==> src/rtl/i2s_receiver.sv <==
// I2S receiver: oversamples SCLK/WS/SD on clk and deserialises left+right words into one frame.
// Optional `define I2S_RX_FRAME_CNT_EN adds a frame_cnt output counting frames loaded into rx_data.
module i2s_receiver #(
    parameter int DWIDTH = 8
) (
    input  logic                  clk,
    input  logic                  rst,
    input  logic                  SCLK,
    input  logic                  WS,
    input  logic                  SD,
    output logic [2*DWIDTH-1:0]   rx_data,
    output logic                  rx_valid,
    input  logic                  rx_ready,
    output logic                  overrun,
    output logic                  ws_err
`ifdef I2S_RX_FRAME_CNT_EN
    ,
    output logic [15:0]           frame_cnt
`endif
);

    localparam int FW = 2 * DWIDTH;
    localparam int CW = $clog2(FW);
    localparam logic [CW-1:0] HALF = CW'(DWIDTH);
    localparam logic [CW-1:0] LAST = CW'(FW - 1);

    typedef enum logic {ALIGN, RECV} state_t;

    state_t          state_q, state_d;
    logic            sclk_s1_q, sclk_s2_q, sclk_dly_q;
    logic            ws_s1_q, ws_s2_q;
    logic            sd_s1_q, sd_s2_q;
    logic            prev_ws_q, prev_ws_d;
    logic [CW-1:0]   bit_cnt_q, bit_cnt_d;
    logic [FW-2:0]   shift_q, shift_d;
    logic [FW-1:0]   rx_data_q, rx_data_d;
    logic            rx_valid_q, rx_valid_d;
    logic            overrun_q, overrun_d;
    logic            ws_err_q, ws_err_d;
    logic            bit_evt, ws_exp, frame_done;
    logic [FW-1:0]   frame_word;
`ifdef I2S_RX_FRAME_CNT_EN
    logic [15:0]     frame_cnt_q, frame_cnt_d;
`endif

    assign bit_evt    = sclk_s2_q & ~sclk_dly_q;
    assign ws_exp     = (bit_cnt_q >= HALF);
    // The last bit never enters the shift register; it is appended on completion.
    assign frame_word = {shift_q, sd_s2_q};

    always_ff @(posedge clk) begin
        if (rst) begin
            state_q <= ALIGN;
        end else begin
            state_q <= state_d;
        end
    end

    always_comb begin
        state_d = state_q;
        if (bit_evt) begin
            case (state_q)
                ALIGN: if (!ws_s2_q && prev_ws_q) state_d = RECV;
                RECV: begin
                    if (ws_s2_q != ws_exp)       state_d = ALIGN;
                    else if (bit_cnt_q == LAST)  state_d = ALIGN;
                end
                default: state_d = ALIGN;
            endcase
        end
    end

    always_comb begin
        shift_d    = shift_q;
        bit_cnt_d  = bit_cnt_q;
        ws_err_d   = 1'b0;
        frame_done = 1'b0;
        prev_ws_d  = bit_evt ? ws_s2_q : prev_ws_q;
        if (bit_evt) begin
            case (state_q)
                ALIGN: begin
                    if (!ws_s2_q && prev_ws_q) begin
                        shift_d   = {{(FW-2){1'b0}}, sd_s2_q};
                        bit_cnt_d = CW'(1);
                    end
                end
                RECV: begin
                    if (ws_s2_q != ws_exp) begin
                        ws_err_d  = 1'b1;
                        bit_cnt_d = '0;
                    end else if (bit_cnt_q == LAST) begin
                        frame_done = 1'b1;
                        bit_cnt_d  = '0;
                    end else begin
                        shift_d   = {shift_q[FW-3:0], sd_s2_q};
                        bit_cnt_d = bit_cnt_q + CW'(1);
                    end
                end
                default: bit_cnt_d = '0;
            endcase
        end
    end

    always_comb begin
        rx_data_d  = rx_data_q;
        rx_valid_d = rx_valid_q;
        overrun_d  = overrun_q;
`ifdef I2S_RX_FRAME_CNT_EN
        frame_cnt_d = frame_cnt_q;
`endif
        if (frame_done && (!rx_valid_q || rx_ready)) begin
            rx_data_d  = frame_word;
            rx_valid_d = 1'b1;
`ifdef I2S_RX_FRAME_CNT_EN
            frame_cnt_d = frame_cnt_q + 16'd1;
`endif
        end else if (frame_done) begin
            overrun_d = 1'b1;
        end else if (rx_valid_q && rx_ready) begin
            rx_valid_d = 1'b0;
        end
    end

    always_ff @(posedge clk) begin
        if (rst) begin
            sclk_s1_q  <= 1'b0;
            sclk_s2_q  <= 1'b0;
            sclk_dly_q <= 1'b0;
            ws_s1_q    <= 1'b0;
            ws_s2_q    <= 1'b0;
            sd_s1_q    <= 1'b0;
            sd_s2_q    <= 1'b0;
            prev_ws_q  <= 1'b1;
            bit_cnt_q  <= '0;
            shift_q    <= '0;
            rx_data_q  <= '0;
            rx_valid_q <= 1'b0;
            overrun_q  <= 1'b0;
            ws_err_q   <= 1'b0;
`ifdef I2S_RX_FRAME_CNT_EN
            frame_cnt_q <= '0;
`endif
        end else begin
            sclk_s1_q  <= SCLK;
            sclk_s2_q  <= sclk_s1_q;
            sclk_dly_q <= sclk_s2_q;
            ws_s1_q    <= WS;
            ws_s2_q    <= ws_s1_q;
            sd_s1_q    <= SD;
            sd_s2_q    <= sd_s1_q;
            prev_ws_q  <= prev_ws_d;
            bit_cnt_q  <= bit_cnt_d;
            shift_q    <= shift_d;
            rx_data_q  <= rx_data_d;
            rx_valid_q <= rx_valid_d;
            overrun_q  <= overrun_d;
            ws_err_q   <= ws_err_d;
`ifdef I2S_RX_FRAME_CNT_EN
            frame_cnt_q <= frame_cnt_d;
`endif
        end
    end

    assign rx_data  = rx_data_q;
    assign rx_valid = rx_valid_q;
    assign overrun  = overrun_q;
    assign ws_err   = ws_err_q;
`ifdef I2S_RX_FRAME_CNT_EN
    assign frame_cnt = frame_cnt_q;
`endif

endmodule

==> config.mk <==
export PLATFORM = sky130hd
export DESIGN_NAME = i2s_receiver
export DESIGN_NICKNAME = d
export VERILOG_FILES = /design/src/rtl/i2s_receiver.sv
export SDC_FILE = /design/constraint.sdc
export NUM_CORES = 1
export LEC_CHECK = 0
export ABC_CLOCK_PERIOD_IN_PS = 1960
export CORE_MARGIN = 2
export CORE_UTILIZATION = 50
export DETAILED_ROUTE_END_ITERATION = 10
export HOLD_SLACK_MARGIN = 0.15
export PLACE_DENSITY = 0.73
export SLEW_MARGIN = 20
export SYNTH_ARGS = -nofsm -noshare
export SYNTH_HDL_FRONTEND = slang
export SYNTH_SLANG_ARGS = --single-unit
==> constraint.sdc <==
create_clock -name clk -period 1.96 [get_ports clk]
set_input_delay 0.392 -clock clk [delete_from_list [all_inputs] [get_ports clk]]
set_output_delay 0.392 -clock clk [all_outputs]
set_load 0.01 [all_outputs]
Word level (Yosys, flattened, before mapping):

Cells that the tools add are included.

* register bits: 47
* bits of input ports: 6
* output and inout port bits: 19
* word-level logic and storage cells: 60

* add/sub/neg operators: 1
* $lt $le $gt $ge: 1
* equality and inequality tests: 6
* multiplexer cells: 20
* bitwise logic cells: 5
* reductions and logical operators: 12

Operator list (number)
* two-way mux 15 bit: 3
* one-hot mux 15 bit (2 select lines): 1
* two-way mux 4 bit: 3
* two-way mux 1 bit: 11
* one-hot mux 4 bit (2 select lines): 1
* != test 2 bit, second input constant: 3
* AND reduction 2 bit: 3
* adder 4 x 1 -> 4 bit, second input constant: 1
* == test 4 bit, second input constant: 1
* >= comparator 4 bit, second input constant: 1
* NOT 1 bit: 4
* AND reduction 4 bit: 1
* logical AND 1 bit: 3
* OR reduction 3 bit: 1
* zero test 1 bit: 2
* != test 2 x 1 -> 1 bit, second input constant: 1
* one-hot mux 1 bit (2 select lines): 1
* nonzero test 2 bit: 1
* AND 1 bit: 1
* logical OR 1 bit: 1
* != test 1 bit: 1

Longest topological paths before layout:

* depth after elaboration: 8
* mapped depth: 6
* depth with buffers taken out: 5

Least setup slack after synthesis:

Ideal clock, no wire load.

* kind: reg-to-reg
* start point: reg bit_cnt_q[0]
* end point: reg rx_data_q[11] (netlist: rx_data[11])
* data arrival time: 1.635 ns
* required time: 1.845 ns
* setup slack: 0.210 ns
* cell stages (with the launch flop): 7
* path buffers: 1
* cell sequence: dfxtp_1 ha_1 nand2_1 nor4_4 buf_6 mux2i_1 nor2_2

* longest elaborated chain between the ends: 6
* elaborated cells on any way between the ends: 8
* those cells by class: 1 x order compare; 2 x eq/ne; 4 x mux; 1 x reduce/logical

Ends and longest elaborated chain
* start: declaration: RTL line 34 `logic [CW-1:0] bit_cnt_q, bit_cnt_d;`
* start signal: assignment: RTL line 152 `bit_cnt_q <= bit_cnt_d;`
* >= comparator 4 bit or == test 4 bit (tied branches): RTL line 47, 91
* != test 1 bit or two-way mux 1 bit (tied branches): RTL line 88, 91
* two-way mux 1 bit (*): RTL line 88 `if (ws_s2_q != ws_exp) begin`
* two-way mux 1 bit (*): RTL line 80 `case (state_q)`
* two-way mux 1 bit (*): RTL line 79 `if (bit_evt) begin`
* logical AND 1 bit (*): RTL line 111 `if (frame_done && (!rx_valid_q || rx_ready)) begin`
* end signal: assignment: RTL line 154 `rx_data_q <= rx_data_d;`
* end: declaration: RTL line 36 `logic [FW-1:0] rx_data_q, rx_data_d;`

Mark *: on every way between the ends. The rest lies on a longest branch, timed or not.
A chain may end at the register's enable or synchronous reset.

Final worst setup path:

* start point: reg bit_cnt_q[0]
* end point: reg rx_data_q[12] (netlist: rx_data[12])

Same word-level chain as after synthesis.

==> results.sh <==
export IMPL_synth_flop_cell="dfxtp_1"
export IMPL_p_per_area_nw_per_um2=674
export IMPL_startpoint_type="flip-flop"
export IMPL_dpl_hpwl_microns=2340
export IMPL_syn2layout_area_growth_pct=19.0
export IMPL_grt_setup_unrepaired="false"
export IMPL_internal_power_mw=1.24
export IMPL_dr_pass1_iters=6
export IMPL_setup_slack_ps=276
export IMPL_p_comb_frac=0.053
export IMPL_synth_area_sq_um=1960
export IMPL_grt_pass1_wl_microns=5870
export IMPL_dieArea_sq_um=4440
export IMPL_rrSetupSlack_ps=280
export IMPL_cts_tree="built"
export IMPL_io_pins=25
export IMPL_overflow=0
export IMPL_clock_sinks=47
export IMPL_grt_antenna_before_repair=0
export IMPL_final_cell_mix="47 x dfxtp_1, 33 x mux2i_1, 23 x clkdlybuf4s50_1, 18 x nand2b_1, 16 x nand3b_1"
export IMPL_synth_edf_count=0
export IMPL_max_cap_violations=0
export IMPL_clkPwrFrac=0.328
export IMPL_drc=0
export IMPL_path_class="reg -> reg"
export IMPL_holdBufCountCts=0
export IMPL_syn_nets=192
export IMPL_wl_per_cell_microns=12.9
export IMPL_clkTransAtPathRegs_ps=80
export IMPL_start_util=0.527
export IMPL_insertion_delay_ps=290
export IMPL_final_max_slew_viol_count=0
export IMPL_drtIter0Drc=65
export IMPL_leakage_nw=0.790
export IMPL_numCtsBuffers=5
export IMPL_period_minus_slack_ps=1680
export IMPL_cts_buffer_depth=2
export IMPL_vias=1311
export IMPL_required_ps=2140
export IMPL_outcome="complete, no violations"
export IMPL_cts_resized=0
export IMPL_final_nets=217
export IMPL_place_congestion=0.817
export IMPL_fin_crit_sh=0.859
export IMPL_grt_max_degree=31
export IMPL_final_common_cell="dfxtp_1"
export IMPL_antenna_left=0
export IMPL_core_sq_um=3720
export IMPL_arrival_ps=1870
export IMPL_ys_seq_elements=47
export IMPL_pwr_share_seq=0.618
export IMPL_grt_total_usage=0.177
export IMPL_cts_htree_levels=2
export IMPL_postLayoutCoreUtil=0.627
export IMPL_finalHoldViolations=0
export IMPL_pre_cts_slack_ps=48.5
export IMPL_end_kind="flip-flop"
export IMPL_max_clock_freq_ghz=0.594
export IMPL_synth_cell_types=31
export IMPL_cts_root_buf="clkbuf_8"
export IMPL_row_count=22
export IMPL_port_buffers=24
export IMPL_ir_drop_v=0.000414
export IMPL_cp_max_fo=16
export IMPL_netSwitchingPower_mw=0.326
export IMPL_p_sw_frac=0.207
export IMPL_grt_pass1_vias=1316
export IMPL_hold_path_class="reg -> reg"
export IMPL_syn_area_per_cell_sq_um=10.6
export IMPL_post_cts_buffers=0
export IMPL_drive_gt1_frac=0.135
export IMPL_ys_seq_area_frac=0.480
export IMPL_antennaDiodeCount=0
export IMPL_dieHeight_microns=66.6
export IMPL_synth_async_reset_ratio=0
export IMPL_ys_warnings_count=0
export IMPL_synthCells=184
export IMPL_relSlewSlack=0.738
export IMPL_wirelength_microns=3300
export IMPL_setup_viol=0
export IMPL_worst_pin_slew_ps=392
export IMPL_clock_skew_ps=3.46
export IMPL_nFillCells=327
export IMPL_fin_setup_tns_ps=0
export IMPL_via_per_inst=5.12
export IMPL_die_x_microns=66.6
metrics by stage:
stage	hold slack, ps	power (mW)	instance area (sq um)	instances
2_1_floorplan	414	1.05	1960	184
3_3_place_gp	420	1.08	2260	250
4_1_cts	457	1.60	2330	256
3_5_place_dp	437	1.08	2260	250
6_report	452	1.57	2330	256
5_1_grt	461	1.65	2330	256
flip-flops by register name (all words and copies together), names as in the netlist:
register / flops
prev_ws_q: 1
sclk_dly_q: 1
ws_s1_q: 1
sd_s1_q: 1
overrun: 1
rx_valid: 1
ws_s2_q: 1
rx_data: 16
ws_err: 1
sclk_s2_q: 1
state_q: 1
sclk_s1_q: 1
shift_q: 15
sd_s2_q: 1
bit_cnt_q: 4
critical path, stage by stage (launching register included):
cell and delay [ps]:
dfxtp_1 400, ha_1 240, nand2_1 150, nor4_4 280
buf_12 210, mux2i_1 240, nor2_2 50
logic make-up (layout without fill, tap and decap cells):
family          count (synthesis)  in the layout  synth area share
compound gates                 11             11            0.0402
xor+xnor                        1              1           0.00447
fa+ha+maj                       2              2            0.0128
buf+inv                        13             37            0.0402
flops                          47             47             0.480
mux                            33             33             0.169
simple gates                   77             77             0.254
final cells by class:
cell class,instances,area [sq um],share of cell area
Multi-Input combinational cell,124,940,0.403
Sequential cell,47,941,0.404
Timing Repair Buffer,29,310,0.133
Inverter,2,7.51,0.00322
Tap cell,48,60.1,0.0258
Clock buffer,6,72.6,0.0311
synth_stat cells (all sizes together) (2+ instances only):
cell | instances | area (sq um)
dfxtp | 47 | 941
mux2i | 33 | 330
nor2 | 22 | 108
nand2b | 18 | 113
nand3b | 17 | 140
nor2b | 8 | 50.1
clkbuf | 6 | 22.5
buf | 5 | 48.8
a31oi | 3 | 25.0
nand2 | 3 | 13.8
a21oi | 2 | 10.0
a22oi | 2 | 15.0
and2b | 2 | 16.3
ha | 2 | 25.0
inv | 2 | 7.51
nand3 | 2 | 10.0
nor3 | 2 | 10.0
routing by layer:
| metal | share of wire | up-vias | track usage |
|---|---|---|---|
| met3 | 0.041 | 2 | 0.0574 |
| met1 | 0.44 | 615 | 0.201 |
| li1 | - | 670 | - |
| met4 | 0.0067 | 0 | 0.0612 |
| met2 | 0.51 | 24 | 0.310 |
| met5 | 0 | - | 0 |
worst paths after layout:
check,start,end,cells after the start
setup / recovery,bit_cnt_q[0]$_SDFFE_PP0P_,rx_data[12]$_SDFFE_PP0P_,6
hold reg to reg,sclk_s1_q$_SDFF_PP0_,sclk_s2_q$_SDFF_PP0_,1
hold / removal,sclk_s1_q$_SDFF_PP0_,sclk_s2_q$_SDFF_PP0_,1
setup reg to reg,bit_cnt_q[0]$_SDFFE_PP0P_,rx_data[12]$_SDFFE_PP0P_,6
power by group through the flow:
stage / logic, mW / registers [mW] / clock network (mW)
detailed placement: 0.0847 / 0.993 / 0
finish: 0.0838 / 0.971 / 0.516
CTS: 0.0849 / 0.971 / 0.543
floorplan: 0.0631 / 0.992 / 0
global placement: 0.0827 / 0.993 / 0
global route: 0.0920 / 0.972 / 0.585
Note: power is estimated with default switching activity, not from simulation.
